$ cat config.mk
export PLATFORM = sky130hd
export DESIGN_NAME = amc_operand_stager_flat
export DESIGN_NICKNAME = d
export VERILOG_FILES = /design/src/rtl/amc_operand_stager_if.sv /design/src/rtl/amc_operand_stager.sv /design/src/flat_wrapper.sv
export SDC_FILE = /design/constraint.sdc
export NUM_CORES = 1
export LEC_CHECK = 0
export ABC_AREA = 1
export CELL_PAD_IN_SITES_DETAIL_PLACEMENT = 1
export CELL_PAD_IN_SITES_GLOBAL_PLACEMENT = 1
export CORE_AREA = 5 5 85 87
export DETAILED_ROUTE_END_ITERATION = 6
export DIE_AREA = 0 0 90 92
export GPL_TIMING_DRIVEN = 1
export PLACE_DENSITY = 0.8
export SYNTH_ARGS = -nofsm -noshare
export SYNTH_HDL_FRONTEND = slang
export SYNTH_SLANG_ARGS = --single-unit
$ cat constraint.sdc
create_clock -name clk -period 2.35 [get_ports clk]
set_input_delay 0.235 -clock clk [delete_from_list [all_inputs] [get_ports clk]]
set_output_delay 0.235 -clock clk [all_outputs]
set_load 0.02 [all_outputs]
$ cat src/rtl/amc_operand_stager_if.sv
// Operand/result bundle between the bench or producer and the stager.
// Carries operand push, datapath drive/return and result handshake.
interface amc_operand_stager_if;
  logic       in_valid;
  logic       in_ready;
  logic [3:0] in_a;
  logic [3:0] in_b;
  logic [3:0] a_o;
  logic [3:0] b_o;
  logic [7:0] res_i;
  logic       out_valid;
  logic       out_ready;
  logic [7:0] out_result;

  modport master (
    output in_valid, in_a, in_b,
    output res_i, out_ready,
    input  in_ready, a_o, b_o,
    input  out_valid, out_result
  );

  modport slave (
    input  in_valid, in_a, in_b,
    input  res_i, out_ready,
    output in_ready, a_o, b_o,
    output out_valid, out_result
  );
endinterface

$ cat src/rtl/amc_operand_stager.sv
// Operand stager: FIFO of operand pairs, settle window, result capture.
// Ports: clk, rst (async high), bus (slave: operand push, a_o/b_o drive,
// res_i return, out_valid/out_ready result), txn_count when the macro
// AMC_STAGER_TXN_COUNT_EN is defined.
module amc_operand_stager #(
  parameter int DEPTH  = 4,
  parameter int SETTLE = 2
) (
  input logic clk,
  input logic rst,
  amc_operand_stager_if.slave bus
`ifdef AMC_STAGER_TXN_COUNT_EN
  ,
  output logic [15:0] txn_count
`endif
);
  localparam int AW = $clog2(DEPTH);
  localparam int PW = AW + 1;
  localparam int CW = $clog2(SETTLE) + 1;

  typedef enum logic [1:0] {
    IDLE,
    ISSUE,
    HOLD
  } state_t;

  state_t        state;
  logic [7:0]    mem [DEPTH];
  logic [PW-1:0] wptr;
  logic [PW-1:0] rptr;
  logic [CW-1:0] cnt;
  logic [3:0]    a_q;
  logic [3:0]    b_q;
  logic [7:0]    res_q;
  logic          vld_q;
  logic          full;
  logic          empty;
  logic          push;
  logic          hs;
  logic          take;
  logic [7:0]    head;

  assign full  = (wptr[AW-1:0] == rptr[AW-1:0])
              && (wptr[AW] != rptr[AW]);
  assign empty = (wptr == rptr);
  assign head  = mem[rptr[AW-1:0]];

  // in_ready ignores a same-cycle pop: a full FIFO never accepts.
  assign bus.in_ready = !full && !rst;
  assign push = bus.in_valid && bus.in_ready;

  assign hs   = (state == HOLD) && bus.out_ready;
  assign take = !empty && ((state == IDLE) || hs);

  assign bus.a_o        = a_q;
  assign bus.b_o        = b_q;
  assign bus.out_valid  = vld_q;
  assign bus.out_result = res_q;

  always_ff @(posedge clk) begin
    if (push) begin
      mem[wptr[AW-1:0]] <= {bus.in_a, bus.in_b};
    end
  end

  always_ff @(posedge clk or posedge rst) begin
    if (rst) begin
      wptr <= '0;
    end else if (push) begin
      wptr <= wptr + 1'b1;
    end
  end

  always_ff @(posedge clk or posedge rst) begin
    if (rst) begin
      state <= IDLE;
      rptr  <= '0;
      cnt   <= '0;
      a_q   <= '0;
      b_q   <= '0;
      res_q <= '0;
      vld_q <= 1'b0;
    end else begin
      // Popping a pair is identical from IDLE and from HOLD.
      if (take) begin
        rptr <= rptr + 1'b1;
        a_q  <= head[7:4];
        b_q  <= head[3:0];
        cnt  <= CW'(SETTLE - 1);
      end
      unique case (state)
        IDLE: begin
          if (!empty) state <= ISSUE;
        end
        ISSUE: begin
          if (cnt != '0) begin
            cnt <= cnt - 1'b1;
          end else begin
            res_q <= bus.res_i;
            vld_q <= 1'b1;
            state <= HOLD;
          end
        end
        HOLD: begin
          if (bus.out_ready) begin
            vld_q <= 1'b0;
            state <= empty ? IDLE : ISSUE;
          end
        end
        default: state <= IDLE;
      endcase
    end
  end

`ifdef AMC_STAGER_TXN_COUNT_EN
  logic [15:0] txn_q;

  always_ff @(posedge clk or posedge rst) begin
    if (rst) begin
      txn_q <= '0;
    end else if (hs) begin
      txn_q <= txn_q + 16'd1;
    end
  end

  assign txn_count = txn_q;
`endif

endmodule

$ cat src/flat_wrapper.sv
// flat-port wrapper written by rule: the top's interface ports become plain ports
module amc_operand_stager_flat 
#(
  parameter int DEPTH  = 4,
  parameter int SETTLE = 2
)
  (clk, rst, bus_in_valid, bus_in_a, bus_in_b, bus_res_i, bus_out_ready, bus_in_ready, bus_a_o, bus_b_o, bus_out_valid, bus_out_result);
  amc_operand_stager_if bus_i ();
  input logic clk;
  input logic rst;
  input wire logic [$bits(bus_i.in_valid)-1:0] bus_in_valid;
  input wire logic [$bits(bus_i.in_a)-1:0] bus_in_a;
  input wire logic [$bits(bus_i.in_b)-1:0] bus_in_b;
  input wire logic [$bits(bus_i.res_i)-1:0] bus_res_i;
  input wire logic [$bits(bus_i.out_ready)-1:0] bus_out_ready;
  output wire logic [$bits(bus_i.in_ready)-1:0] bus_in_ready;
  output wire logic [$bits(bus_i.a_o)-1:0] bus_a_o;
  output wire logic [$bits(bus_i.b_o)-1:0] bus_b_o;
  output wire logic [$bits(bus_i.out_valid)-1:0] bus_out_valid;
  output wire logic [$bits(bus_i.out_result)-1:0] bus_out_result;
  assign bus_i.in_valid = bus_in_valid;
  assign bus_i.in_a = bus_in_a;
  assign bus_i.in_b = bus_in_b;
  assign bus_i.res_i = bus_res_i;
  assign bus_i.out_ready = bus_out_ready;
  assign bus_in_ready = bus_i.in_ready;
  assign bus_a_o = bus_i.a_o;
  assign bus_b_o = bus_i.b_o;
  assign bus_out_valid = bus_i.out_valid;
  assign bus_out_result = bus_i.out_result;
  amc_operand_stager #(.DEPTH(DEPTH), .SETTLE(SETTLE)) u_core (.clk(clk), .rst(rst), .bus(bus_i));
endmodule
==> results of run 1 <==
per-layer routing:
layer	GRT usage, %	wire (um)
met5	0	0
met2	27.99	3108
met3	4.092	256
met4	7.816	96
met1	17.42	2438
per-stage QoR:
step / instances / utilization [%] / area (sq um)
after floorplan: 247 / - / 2545
after global placement: 361 / 47.92 / 3008
after detailed placement: 361 / 47.92 / 3008
after CTS: 377 / 51.01 / 3202
after global routing: 377 / 51.01 / 3202
final: 377 / 51.01 / 3202
cell families after synthesis:
family | Yosys count | synth area share, %
AO/OA/AOI/OAI | 23 | 4.621
XOR/XNOR | 2 | 0.6884
adder cells (fa/ha/maj) | 5 | 2.458
buffers and inverters | 24 | 4.965
flip-flops | 59 | 64.31
AND/OR/NAND/NOR | 134 | 22.96
sequential cells by signal, summed over array words and instances, names as in the netlist:
name,cells
u_core.mem,32
u_core.bus.out_result,8
u_core.bus.a_o,4
u_core.bus.b_o,4
u_core.rptr,3
u_core.wptr,3
u_core.cnt,2
u_core.state,2
u_core.bus.out_valid,1
cell usage in the layout (no fill, tap or decap), drive strengths merged:
cell / instances
dfrtp: 27
a21oi: 2
inv: 16
clkinv: 3
nor2: 38
xor2: 1
bufinv: 1
clkdlybuf4s50: 37
nand3: 23
a21boi: 1
buf: 8
xnor2: 1
nand4: 3
edfxtp: 32
nand2: 70
o21ai: 20
ha: 5
clkinvlp: 2
clkbuf: 10
worst paths after layout:
path,startpoint,endpoint,cells after the start
worst min register to register,u_core.bus.out_result[0],u_core.bus.out_result[0],2
min in group clk,bus_res_i[4],u_core.bus.out_result[4],3
worst min-delay path,rst,u_core.bus.b_o[0],3
worst max register to register,u_core.rptr[1],u_core.mem[2][6],7
worst max-delay path,u_core.rptr[1],bus_in_ready,7
max in group asynchronous,rst,u_core.bus.out_result[6],3
worst max-delay path, cell delays in order (launching register included):
cell and delay, ps:
dfrtp_1 390, buf_4 190, nand2_2 80, nand2_2 80, nand3_2 120, nand2_1 60, inv_1 50, clkdlybuf4s50_1 590
cell type report:
type	instances	area (sq um)
fill	693	3075
sequential	59	1637
multi-input combinational	164	782.0
timing repair buffer	45	430.4
clock buffer	10	127.6
tap	77	96.34
clock inverter	6	66.31
inverter	16	62.56
power by group through the flow:
stage	sequential, mW	clock [mW]	combinational, mW
2_1_floorplan	1.72	0	1.08
5_1_grt	1.59	0.985	2.08
3_3_place_gp	1.56	0	1.79
3_5_place_dp	1.58	0	1.87
6_report	1.56	0.904	1.83
4_1_cts	1.56	0.928	1.89
==> impl_metrics.yaml, run 1 <==
power_and_ir_drop:
  pwr-share-clk_pct: 21.1
  power_density_nw_per_um2: 1339
  p_seq_share_pct: 36.3
  p_leak_nw: 1.381
  p_int_mw: 2.570
  swShare_pct: 40.07
  combPwrFrac_pct: 42.6
  p_total_mw: 4.288
  peakVddDrop_v: 0.0006573
  p_switching_mw: 1.718
clock_tree:
  cts_tree: "done"
  clkTransAtPathRegs_ps: 70
  post_cts_buffers: 0
  clock_path_buffers: 2
  hold_buffers: 0
  cts.repair.resized: 0
  cts_max_level: 3
  clock_sinks: 59
  clkLatencyLatePin_ps: 350
  cts_inserted_buffers: 9
  clockRootBuffer: "clkbuf_8"
global_route:
  gr-total-overflow: 0
  grt_pass1_wl_um: 10190
  grt_start_max_net_pins: 31
  antenna_found_initial: 0
  grt_pass1_vias: 2080
  track_usage_pct: 15.74
status:
  status: "finished clean"
worst_setup_path:
  cp.arrival_ps: 1890
  worstSetupEndpointType: "primary output"
  critical_path_class: "flip-flop to primary output"
  critPathRequiredTime_ps: 2120
  start_kind: "flip-flop"
  r2r_setup_slack_ps: 720
  crit_path_max_fanout: 11
synthesis:
  ys.flop_type: "edfxtp_1"
  synth_top_cell_by_area: "edfxtp_1"
  synth-edff-count: 32
  synth_most_common_cell: "nand2_1"
  synth_seq_area_share_pct: 64.31
  async_reset_ff_share_pct: 45.76
  ys.warnings.count: 0
  synth_nets: 272
  syn-mean-instance-area_sq_um: 10.30
  synth_common_cells: "64 x nand2_1, 37 x nor2_1, 32 x edfxtp_1"
  syn-cell-area_sq_um: 2545
  yosysUniqueCellTypes: 24
  synthTopCellsByArea: "edfxtp_1 38%, dfrtp_1 27%, nand2_1 9.4%"
  synth-seq-cells: 59
  synth.top_cell.area_share_pct: 37.76
  syn_inst: 247
layout:
  area_delta_synth_final_pct: 25.81
  drive_above_1_share_pct: 11.33
  n_antenna_cell: 0
  nets: 320
die:
  core.rowCount: 29
  ios: 38
  fp.dieH_um: 92
  die_w_um: 90
  dieArea_sq_um: 8280
  initial_core_util_pct: 40.54
  core_area_sq_um: 6277
place:
  gp_congestion: 0.7548
  numPortBuffers: 37
  post-place-ws_ps: 566.8
  place_hpwl_um: 4119
sta:
  rsz0062_at_grt: "no"
  finalSetupViolations: 0
  skew_ps: 11.51
  fin_crit_ps: 2125
  fmax_ghz: 0.4706
  fin_crit_sh_pct: 90.43
  finalMaxSlewViolations: 0
  setup_tns_ps: 0
  holdWs_ps: 343.9
  final_hold_viol_count: 0
  maxSlewHeadroom_pct: 73.05
  worst_slew_pin_slew_ps: 404.3
  setup_ws_ps: 224.9
run:
  drv_cap: 0
route:
  drtIter0Drc: 52
  drtAntennaViolNets: 0
  post_drt_wl_per_cell_um: 15.65
  vias: 1898
  drt-total-wl_um: 5900
  drtPass1Iterations: 4
  viasPerCell: 5.034
  drc: 0
min_path:
  hold_class: "primary input to asynchronous set/reset pin"
(Power assumes the default switching activity.)
==> inputs of run 2 (changes only) <==
CORE_AREA = 5 5 79 81   (was 5 5 85 87)
DIE_AREA = 0 0 84 86   (was 0 0 90 92)
DONT_BUFFER_PORTS = 1   (was default)
PLACE_DENSITY = 0.79   (was 0.8)
==> run 2 against run 1 <==
  * Sequential cell count did not move
  * Global-route usage up 2.5 points
  * Die area fell by 13%
  * Sequential share of layout area up 4.4 points
  * Core utilization is 3.5 points higher
  * Largest power group is now sequential cells
  * Cell count fell by 8.5%
  * Clock skew decreased by 2.6 ps
  * Wire length decreased by 0.47%
  * Sequential power rose by 15%
  * Worst setup slack better by 220 ps
  * Combinational power is 27% lower
  * Highest routed layer unchanged
  * Non-clock buffer count decreased by 27
==> impl_metrics.yaml, run 2 (synthesis gave the netlist of run 1 again) <==
sta:
  fmax_ghz: 0.5252
  setup_tns_ps: 0
  finalSetupViolations: 0
  skew_ps: 8.937
  worst_slew_pin_slew_ps: 429.0
  final_hold_viol_count: 0
  maxSlewHeadroom_pct: 71.40
  holdWs_ps: 26.43
  fin_crit_ps: 1904
  rsz0062_at_grt: "no"
  fin_crit_sh_pct: 81.02
  finalMaxSlewViolations: 0
global_route:
  grt_start_max_net_pins: 31
  antenna_found_initial: 0
  track_usage_pct: 18.24
  grt_pass1_wl_um: 9984
  grt_pass1_vias: 2017
  gr-total-overflow: 0
worst_setup_path:
  worstSetupEndpointType: "primary output"
  r2r_end: "u_core.mem[2][4]"
  cp.arrival_ps: 1670
  crit_path_max_fanout: 12
  crit_path_start: "u_core.rptr[1]"
  worst_path_largest_cell_delay_ps: 590
  reg2reg_depth: 7
  r2r_setup_slack_ps: 460
  critical_path_class: "flip-flop to primary output"
  crit_slowest_cell: "dfrtp_1"
  start_kind: "flip-flop"
  cp_common_cell: "nand2_1"
  critPathCapture: "bus_in_ready"
  r2r_start: "u_core.rptr[1]"
  critPathRequiredTime_ps: 2120
  crit_chain: "inv_2, nand2_1, nand2_2, nand3_2, nand2_1, inv_1"
power_and_ir_drop:
  p_switching_mw: 1.726
  p_int_mw: 2.417
  power_density_nw_per_um2: 1406
  p_total_mw: 4.144
  peakVddDrop_v: 0.0006235
  swShare_pct: 41.66
  p_leak_nw: 1.293
  pwr-share-clk_pct: 24.7
  combPwrFrac_pct: 32.2
  p_seq_share_pct: 43.2
clock_tree:
  cts_tree: "done"
  clock_path_buffers: 2
  clkLatencyLatePin_ps: 350
  cts_inserted_buffers: 9
  clock_sinks: 59
  cts.repair.resized: 0
  clkTransAtPathRegs_ps: 70
  clockRootBuffer: "clkbuf_8"
  post_cts_buffers: 0
  cts_max_level: 3
die:
  fp.dieH_um: 86
  core_area_sq_um: 5405
  initial_core_util_pct: 47.08
  dieArea_sq_um: 7224
  die_w_um: 84
  core.rowCount: 27
  ios: 38
run:
  drv_cap: 0
place:
  place_hpwl_um: 4130
  gp_congestion: 0.7135
  placed_area_sq_um: 2631
  numPortBuffers: 0
layout:
  largest_reg_flops: 32
  final_area_sq_um: 2948
  fill_cells: 595
  fin_util_pct: 54.54
  mostFrequentLayoutCells: "64 x nand2_1, 37 x nor2_1, 32 x edfxtp_1, 27 x dfrtp_1, 20 x nand3_1"
  n_antenna_cell: 0
  nets: 293
  mostFrequentLayoutCell: "nand2_1"
  drive_above_1_share_pct: 12.82
  area_delta_synth_final_pct: 15.83
route:
  viasPerCell: 5.223
  post_drt_wl_per_cell_um: 17.02
  drtPass1Iterations: 4
  drtAntennaViolNets: 0
  drt-total-wl_um: 5872
  drc: 0
  vias: 1802
  drtIter0Drc: 99
min_path:
  hold_class: "primary input to flip-flop"
status:
  status: "finished clean"
## run 2: cell types whose count changed in the layout (fill, tap and decap cells not counted)
cell             before  now
bufinv_16             1    2
clkinv_4              2    1
clkdlybuf4s50_1      37    0
dlygate4sd3_1         0   10
clkinv_2              0    1
clkbuf_1              1    0
## run 2: through the flow
stage / setup slack (ps) / instances
finish: 446.1 / 345
global route: 258.3 / 345
CTS: 405.3 / 345
detailed placement: 451.9 / 319
global placement: 548.7 / 319
floorplan: 399.5 / 247
## run 2: power groups by stage
stage	registers, mW	logic (mW)	clock network [mW]
after floorplan	1.72	1.08	0
after global placement	1.80	1.26	0
after detailed placement	1.81	1.33	0
after CTS	1.80	1.37	1.04
after global routing	1.83	1.54	1.11
final	1.79	1.33	1.02
## run 2: layout make-up
| type | count | area [sq um] | area share, % |
|---|---|---|---|
| sequential | 59 | 1637 | 55.52 |
| multi-input combinational | 164 | 782.0 | 26.53 |
| tap | 72 | 90.09 | 3.056 |
| timing repair buffer | 18 | 160.2 | 5.433 |
| inverter | 16 | 62.56 | 2.122 |
| clock inverter | 7 | 92.59 | 3.141 |
| clock buffer | 9 | 123.9 | 4.202 |
## run 2: what timing repair did
action | in CTS | in global routing
setup endpoints to repair | 0 | 0
hold buffers | 10 | 0
hold endpoints to repair | 60 | 0
## run 2: worst max-delay path: cells and delay by family, from the launching register on
kind          cells  cell delay [ps]
flops             1              590
simple gates      4              400
buf+inv           2              320
## run 2: layer usage
metal / wire length (um) / share of wire (%) / global-route usage [%]
met5: 0 / 0 / 0
met4: 135 / 2.3 / 7.310
met3: 390 / 6.6 / 7.493
met2: 3073 / 52 / 32.47
met1: 2273 / 39 / 19.21
## run 2: worst min-delay path by stage
| stage | start | endpoint | slack [ps] | depth (start not counted) |
|---|---|---|---|---|
| 2_1_floorplan | bus_in_b[0] | u_core.mem[0][0] | 330 | 0 |
| 3_3_place_gp | rst | u_core.wptr[2] | 320 | 2 |
| 3_5_place_dp | rst | u_core.wptr[0] | 330 | 2 |
| 4_1_cts | bus_res_i[3] | u_core.bus.out_result[3] | 20 | 2 |
| 5_1_grt | bus_res_i[0] | u_core.bus.out_result[0] | 20 | 2 |
| 6_report | bus_res_i[3] | u_core.bus.out_result[3] | 30 | 2 |
